--- src/rtl/regfile_if.sv ---
// regfile_if: writeback, read, reservation and PC signals between the pipeline and regfile.
interface regfile_if;
    logic        wenable;
    logic        fmode;
    logic [4:0]  wreg;
    logic [31:0] wdata;
    logic        pcenable;
    logic [31:0] next_pc;
    logic        rd_en;
    logic [4:0]  rs1;
    logic [4:0]  rs2;
    logic        rs1_f;
    logic        rs2_f;
    logic        rsv_en;
    logic        rsv_f;
    logic [4:0]  rsv_reg;
    logic        rd_valid;
    logic [31:0] rdata1;
    logic [31:0] rdata2;
    logic        busy1;
    logic        busy2;
    logic [31:0] pc;

    modport master (
        output wenable, fmode, wreg, wdata, pcenable, next_pc, rd_en, rs1, rs2, rs1_f, rs2_f,
               rsv_en, rsv_f, rsv_reg,
        input  rd_valid, rdata1, rdata2, busy1, busy2, pc
    );
    modport slave (
        input  wenable, fmode, wreg, wdata, pcenable, next_pc, rd_en, rs1, rs2, rs1_f, rs2_f,
               rsv_en, rsv_f, rsv_reg,
        output rd_valid, rdata1, rdata2, busy1, busy2, pc
    );
endinterface

--- src/rtl/regfile.sv ---
// regfile: integer/float banks, PC and pending-write scoreboard with two registered read ports.
// Define REGFILE_FORWARD_EN to bypass same-cycle writeback data onto the read ports.
module regfile #(
    parameter logic [31:0] RESET_PC = 32'h0000_0000
) (
    input logic      clk,
    input logic      rst,
    regfile_if.slave bus
);
    logic [31:0] ireg_q [32];
    logic [31:0] ireg_d [32];
    logic [31:0] freg_q [32];
    logic [31:0] freg_d [32];
    logic [31:0] ipend_q, ipend_d, fpend_q, fpend_d;
    logic [31:0] ipend_clr, fpend_clr;
    logic [31:0] iwr_mask, fwr_mask, irsv_mask, frsv_mask;
    logic [31:0] pc_q, pc_d;
    logic [31:0] rdata1_q, rdata1_d, rdata2_q, rdata2_d;
    logic        rd_valid_q, rd_valid_d;
    logic        busy1_q, busy1_d, busy2_q, busy2_d;

    always_comb begin
        iwr_mask  = (bus.wenable && !bus.fmode) ? 32'h1 << bus.wreg : '0;
        fwr_mask  = (bus.wenable && bus.fmode) ? 32'h1 << bus.wreg : '0;
        irsv_mask = (bus.rsv_en && !bus.rsv_f) ? 32'h1 << bus.rsv_reg : '0;
        frsv_mask = (bus.rsv_en && bus.rsv_f) ? 32'h1 << bus.rsv_reg : '0;
        ipend_clr = ipend_q & ~iwr_mask;
        fpend_clr = fpend_q & ~fwr_mask;
        // reservation applied after the clear: it belongs to a younger instruction
        ipend_d   = (ipend_clr | irsv_mask) & ~32'h1;
        fpend_d   = fpend_clr | frsv_mask;
        ireg_d    = ireg_q;
        freg_d    = freg_q;
        if (bus.wenable && !bus.fmode && bus.wreg != 5'd0) ireg_d[bus.wreg] = bus.wdata;
        if (bus.wenable && bus.fmode) freg_d[bus.wreg] = bus.wdata;
        pc_d       = bus.pcenable ? bus.next_pc : pc_q;
        rd_valid_d = bus.rd_en;
`ifdef REGFILE_FORWARD_EN
        rdata1_d = bus.rd_en ? (bus.rs1_f ? freg_d[bus.rs1] : ireg_d[bus.rs1]) : rdata1_q;
        rdata2_d = bus.rd_en ? (bus.rs2_f ? freg_d[bus.rs2] : ireg_d[bus.rs2]) : rdata2_q;
`else
        rdata1_d = bus.rd_en ? (bus.rs1_f ? freg_q[bus.rs1] : ireg_q[bus.rs1]) : rdata1_q;
        rdata2_d = bus.rd_en ? (bus.rs2_f ? freg_q[bus.rs2] : ireg_q[bus.rs2]) : rdata2_q;
`endif
        busy1_d = bus.rd_en ? (bus.rs1_f ? fpend_clr[bus.rs1] : ipend_clr[bus.rs1]) : busy1_q;
        busy2_d = bus.rd_en ? (bus.rs2_f ? fpend_clr[bus.rs2] : ipend_clr[bus.rs2]) : busy2_q;
    end

    always_ff @(posedge clk or posedge rst) begin
        if (rst) begin
            ireg_q     <= '{default: '0};
            freg_q     <= '{default: '0};
            ipend_q    <= '0;
            fpend_q    <= '0;
            pc_q       <= RESET_PC;
            rd_valid_q <= 1'b0;
            rdata1_q   <= '0;
            rdata2_q   <= '0;
            busy1_q    <= 1'b0;
            busy2_q    <= 1'b0;
        end else begin
            ireg_q     <= ireg_d;
            freg_q     <= freg_d;
            ipend_q    <= ipend_d;
            fpend_q    <= fpend_d;
            pc_q       <= pc_d;
            rd_valid_q <= rd_valid_d;
            rdata1_q   <= rdata1_d;
            rdata2_q   <= rdata2_d;
            busy1_q    <= busy1_d;
            busy2_q    <= busy2_d;
        end
    end

    assign bus.rd_valid = rd_valid_q;
    assign bus.rdata1   = rdata1_q;
    assign bus.rdata2   = rdata2_q;
    assign bus.busy1    = busy1_q;
    assign bus.busy2    = busy2_q;
    assign bus.pc       = pc_q;
endmodule

--- src/flat_wrapper.sv ---
// flat-port wrapper written by rule: the top's interface ports become plain ports
module regfile_flat 
#(
    parameter logic [31:0] RESET_PC = 32'h0000_0000
)
  (clk, rst, bus_wenable, bus_fmode, bus_wreg, bus_wdata, bus_pcenable, bus_next_pc, bus_rd_en, bus_rs1, bus_rs2, bus_rs1_f, bus_rs2_f, bus_rsv_en, bus_rsv_f, bus_rsv_reg, bus_rd_valid, bus_rdata1, bus_rdata2, bus_busy1, bus_busy2, bus_pc);
  regfile_if bus_i ();
  input logic clk;
  input logic rst;
  input wire logic [$bits(bus_i.wenable)-1:0] bus_wenable;
  input wire logic [$bits(bus_i.fmode)-1:0] bus_fmode;
  input wire logic [$bits(bus_i.wreg)-1:0] bus_wreg;
  input wire logic [$bits(bus_i.wdata)-1:0] bus_wdata;
  input wire logic [$bits(bus_i.pcenable)-1:0] bus_pcenable;
  input wire logic [$bits(bus_i.next_pc)-1:0] bus_next_pc;
  input wire logic [$bits(bus_i.rd_en)-1:0] bus_rd_en;
  input wire logic [$bits(bus_i.rs1)-1:0] bus_rs1;
  input wire logic [$bits(bus_i.rs2)-1:0] bus_rs2;
  input wire logic [$bits(bus_i.rs1_f)-1:0] bus_rs1_f;
  input wire logic [$bits(bus_i.rs2_f)-1:0] bus_rs2_f;
  input wire logic [$bits(bus_i.rsv_en)-1:0] bus_rsv_en;
  input wire logic [$bits(bus_i.rsv_f)-1:0] bus_rsv_f;
  input wire logic [$bits(bus_i.rsv_reg)-1:0] bus_rsv_reg;
  output wire logic [$bits(bus_i.rd_valid)-1:0] bus_rd_valid;
  output wire logic [$bits(bus_i.rdata1)-1:0] bus_rdata1;
  output wire logic [$bits(bus_i.rdata2)-1:0] bus_rdata2;
  output wire logic [$bits(bus_i.busy1)-1:0] bus_busy1;
  output wire logic [$bits(bus_i.busy2)-1:0] bus_busy2;
  output wire logic [$bits(bus_i.pc)-1:0] bus_pc;
  assign bus_i.wenable = bus_wenable;
  assign bus_i.fmode = bus_fmode;
  assign bus_i.wreg = bus_wreg;
  assign bus_i.wdata = bus_wdata;
  assign bus_i.pcenable = bus_pcenable;
  assign bus_i.next_pc = bus_next_pc;
  assign bus_i.rd_en = bus_rd_en;
  assign bus_i.rs1 = bus_rs1;
  assign bus_i.rs2 = bus_rs2;
  assign bus_i.rs1_f = bus_rs1_f;
  assign bus_i.rs2_f = bus_rs2_f;
  assign bus_i.rsv_en = bus_rsv_en;
  assign bus_i.rsv_f = bus_rsv_f;
  assign bus_i.rsv_reg = bus_rsv_reg;
  assign bus_rd_valid = bus_i.rd_valid;
  assign bus_rdata1 = bus_i.rdata1;
  assign bus_rdata2 = bus_i.rdata2;
  assign bus_busy1 = bus_i.busy1;
  assign bus_busy2 = bus_i.busy2;
  assign bus_pc = bus_i.pc;
  regfile #(.RESET_PC(RESET_PC)) u_core (.clk(clk), .rst(rst), .bus(bus_i));
endmodule
--- config.mk ---
export PLATFORM = sky130hd
export DESIGN_NAME = regfile_flat
export DESIGN_NICKNAME = d
export VERILOG_FILES = /design/src/rtl/regfile_if.sv /design/src/rtl/regfile.sv /design/src/flat_wrapper.sv
export SDC_FILE = /design/constraint.sdc
export NUM_CORES = 2
export LEC_CHECK = 0
export CORE_MARGIN = 2
export CORE_UTILIZATION = 35
export DETAILED_ROUTE_END_ITERATION = 10
export PLACE_DENSITY = 0.48
export SYNTH_ARGS = -nofsm -noshare
export SYNTH_HDL_FRONTEND = slang
export SYNTH_SLANG_ARGS = --single-unit
--- constraint.sdc ---
create_clock -name clk -period 238.1 [get_ports clk]
set_clock_uncertainty 0.05 [all_clocks]
set_input_delay 59.525 -clock clk [delete_from_list [all_inputs] [get_ports clk]]
set_output_delay 59.525 -clock clk [all_outputs]
set_load 0.02 [all_outputs]
==> impl_metrics.csv <==
group,metric,value,unit
outcome,outcome,"complete, no violations",
clock_network,htree_levels,5,
global_routing,grt_max_degree,170,
yosys,synthesis.nets,6953,
global_routing,met2_usage,40.64,%
global_routing,overflow,0,
clock_network,hold_buffers,0,
setup_path,start_kind,"input port",
timing,slew_viol_final,0,
setup_path,path_common_cell,"buf_4",
clock_network,path_clk_slew,60,ps
clock_network,cts_root_buf,"clkbuf_16",
placement,io_buffers,192,
drt,antenna_left,0,
global_routing,grt_pass1_vias,71773,
final_layout,fin_nets,6794,
final_layout,drive_gt1_share,60.29,%
floorplan,io_pins,193,
timing,worst_pin_slew,1294,ps
yosys,synth_area,0.1150,mm²
global_routing,grtUsageMet1,33.98,%
global_routing,grt_util_all_layers,24.79,%
timing,max_freq,15.28,MHz
clock_network,cts-resized-gates,0,
timing,layout_min_cycle_time,65440,ps
job,drv_cap,0,
timing,slew_headroom,13.71,%
final_layout,final_area,0.1295,mm²
placement,hpwl,231000,µm
setup_path,critPathMaxStageDelay,840,ps
setup_path,path_cells,"buf_8 > buf_4 > buf_4 > buf_4 > buf_4 > buf_4 > mux4_2 > mux4_2 > mux4_2 > mux2_2",
timing,fin_crit_sh,27.48,%
timing,finalSetupViolCount,0,
yosys,ys.flop_type,"dfrtp_1",
yosys,synth_area_per_cell,16.76,µm²
clock_network,cts_tree,"yes",
yosys,synthCells,6859,
timing,hold_viol,0,
floorplan,die_w,577.1,µm
setup_path,path_max_fanout,56,
drt,wirelength,412600,µm
yosys,ys_ff_latch,2210,
floorplan,die_y,577.1,µm
global_routing,antenna_found_initial,43,
setup_path,critPathArrivalTime,66130,ps
clock_network,post_cts_buffers,0,
timing,grt_setup_unrepaired,"no",
global_routing,busiest_layer,"met2",
yosys,yosysSeqAreaShare,48.10,%
floorplan,core,0.3271,mm²
pwr,p_leak,56.34,nW
hold_path,hold_class,"reg2reg",
timing,fin_setup_tns,0,ps
clock_network,cts.sink_count,2210,
final_layout,area_delta_synth_final,12.64,%
setup_path,required,238790,ps
setup_path,criticalPathCategory,"in2reg",
clock_network,cts_buffer_depth,4,
placement,place_area,0.1209,mm²
clock_network,clk_latency,890,ps
floorplan,num_rows,210,
floorplan,die_area,0.3331,mm²
yosys,async_flop_share,100.0,%
final_layout,multi_input_area,0.05697,mm²
clock_network,cts_buffers,273,
pwr,pwr_density_cell,8.120,mW/mm²
drt,viasPerCell,6.070,
floorplan,start_util,35.15,%
yosys,ys_warn_count,0,
drt,wl_per_cell,36.70,µm
yosys,ys_types,60,
drt,drt-pass1-iter-count,7,
setup_path,reg2reg_slack,235600,ps
global_routing,grt_pass1_wl,583400,µm
final_layout,fillers,29772,
drt,drt_iter0_drc,5616,
yosys,synth-edff-count,0,
placement,gp_congestion,0.8155,
setup_path,endpoint_kind,"flip-flop",
final_layout,regArea,0.05530,mm²
setup_path,cpMaxStageDelayCell,"buf_4",
global_routing,grtUsageMet3,3.596,%
pwr,peakVddDrop,4.625,µV
drt,drc_errors,0,
drt,num_vias,68240,
[cells in the final DEF, fill, tap and decap left out, types with 5 or more instances in the layout]
master	instances
dfrtp_1	2210
mux2_2	2114
mux4_2	1357
clkbuf_16	279
buf_4	165
clkdlybuf4s50_1	149
o21ai_0	103
clkbuf_1	68
nand2_1	42
clkbuf_8	38
clkinv_2	37
nand2_4	35
buf_2	31
nor2_1	21
nor2_4	19
inv_6	16
diode_2	13
bufinv_16	12
nand3_1	11
mux2i_1	10
nand4_1	9
buf_12	9
a21oi_1	7
nor2b_1	6
inv_1	6
a31oi_1	6
o211ai_1	6
buf_8	6
nand4b_1	5
and3_1	5
[layer usage]
| metal | up-vias | share of wire (%) | wire length, µm |
|---|---|---|---|
| li1 | 26728 | - | - |
| met1 | 38709 | 43 | 177300 |
| met2 | 2171 | 48 | 199700 |
| met3 | 624 | 5.2 | 21400 |
| met4 | 8 | 3.4 | 14210 |
| met5 | - | 0.011 | 46 |
[Yosys cell counts, drive strengths merged (2+ instances only)]
master	instances	area, µm²
a211oi	4	30.03
a21oi	7	35.03
a22o	2	17.52
a22oi	4	30.03
a311oi	4	35.03
a31oi	6	37.54
a32oi	2	17.52
a41oi	2	17.52
and3	5	31.28
and3b	2	17.52
buf	283	1236
clkbuf	512	1922
clkinv	4	15.01
dfrtp	2210	55300
inv	8	30.03
mux2	2114	23810
mux2i	10	100.1
mux4	1357	30560
nand2	77	289.0
nand2b	5	31.28
nand3	15	75.07
nand3b	4	30.03
nand4	9	56.30
nand4b	5	43.79
nand4bb	4	45.04
nor2	40	150.1
nor2b	6	37.54
nor3	4	20.02
nor3b	2	15.01
nor4b	3	32.53
nor4bb	5	50.05
o211ai	6	45.04
o21ai	104	520.5
o21bai	2	15.01
o221ai	4	35.03
o22ai	4	25.02
o32ai	3	26.28
or3b	2	17.52
or4	3	22.52
or4b	2	20.02
[path summary, 6_finish.rpt]
check                                                      from                                end  cells after the start
worst max-delay path                                 bus_rs1[0]  u_core.bus.rdata1[10]$_DFFE_PP0P_                     10
worst min-delay path            u_core.ireg_q[1011]$_DFFE_PP0P_    u_core.ireg_q[1011]$_DFFE_PP0P_                      0
worst max register to register   u_core.freg_q[543]$_DFFE_PP0P_  u_core.bus.rdata1[31]$_DFFE_PP0P_                      4
worst min register to register  u_core.ireg_q[1011]$_DFFE_PP0P_    u_core.ireg_q[1011]$_DFFE_PP0P_                      0
max in group asynchronous                                   rst     u_core.freg_q[108]$_DFFE_PP0P_                      8
min in group asynchronous                                   rst        u_core.fpend_q[7]$_DFF_PP0_                      2
[cell families after synthesis]
logic type,share of synthesized area [%]
muxes,47.38
AOI/OAI and AO/OA,0.8663
DFF,48.10
buffers and inverters,2.786
and+or+nand+nor,0.8706
[per-stage QoR]
step	worst slack (ps)	std cells	hold slack (ps)	utilization [%]	total power (W)
after floorplan	116080	6859	391.3	-	0.0005943
final	172670	11242	344.0	39.59	0.001052
after global placement	171520	10771	326.3	36.97	0.0006432
after CTS	172510	11229	346.1	39.58	0.001062
after detailed placement	171540	10771	333.3	36.97	0.0006489
after global routing	172100	11237	357.2	39.58	0.001094
[power breakdown]
group / internal (W) / total [W] / switching, W
registers: 0.000427 / 0.000465 / 0.0000379
logic: 0.000104 / 0.000178 / 0.0000733
clock network: 0.000240 / 0.000409 / 0.000170
[critical path: cells and delay by family]
family,cells,cell delay [ps]
multiplexers,4,1920
buffers and inverters,6,4450
[registers in the layout, summed over array words and instances (netlist names)]
register / cells
u_core.bus.rdata2: 32
u_core.ireg_q: 1024
u_core.bus.busy1: 1
u_core.bus.rd_valid: 1
u_core.fpend_q: 32
u_core.bus.busy2: 1
u_core.freg_q: 1024
u_core.bus.rdata1: 32
u_core.ipend_q: 31
u_core.bus.pc: 32
[layout make-up]
| class | instances | area share (%) |
|---|---|---|
| Antenna cell | 13 | 0.02512 |
| Clock buffer | 385 | 5.992 |
| Clock inverter | 73 | 0.5923 |
| Inverter | 12 | 0.05217 |
| Multi-Input combinational cell | 3842 | 43.99 |
| Sequential cell | 2210 | 42.71 |
| Tap cell | 4346 | 4.199 |
| Timing Repair Buffer | 361 | 2.441 |
Power figures use the tool's default switching activity.
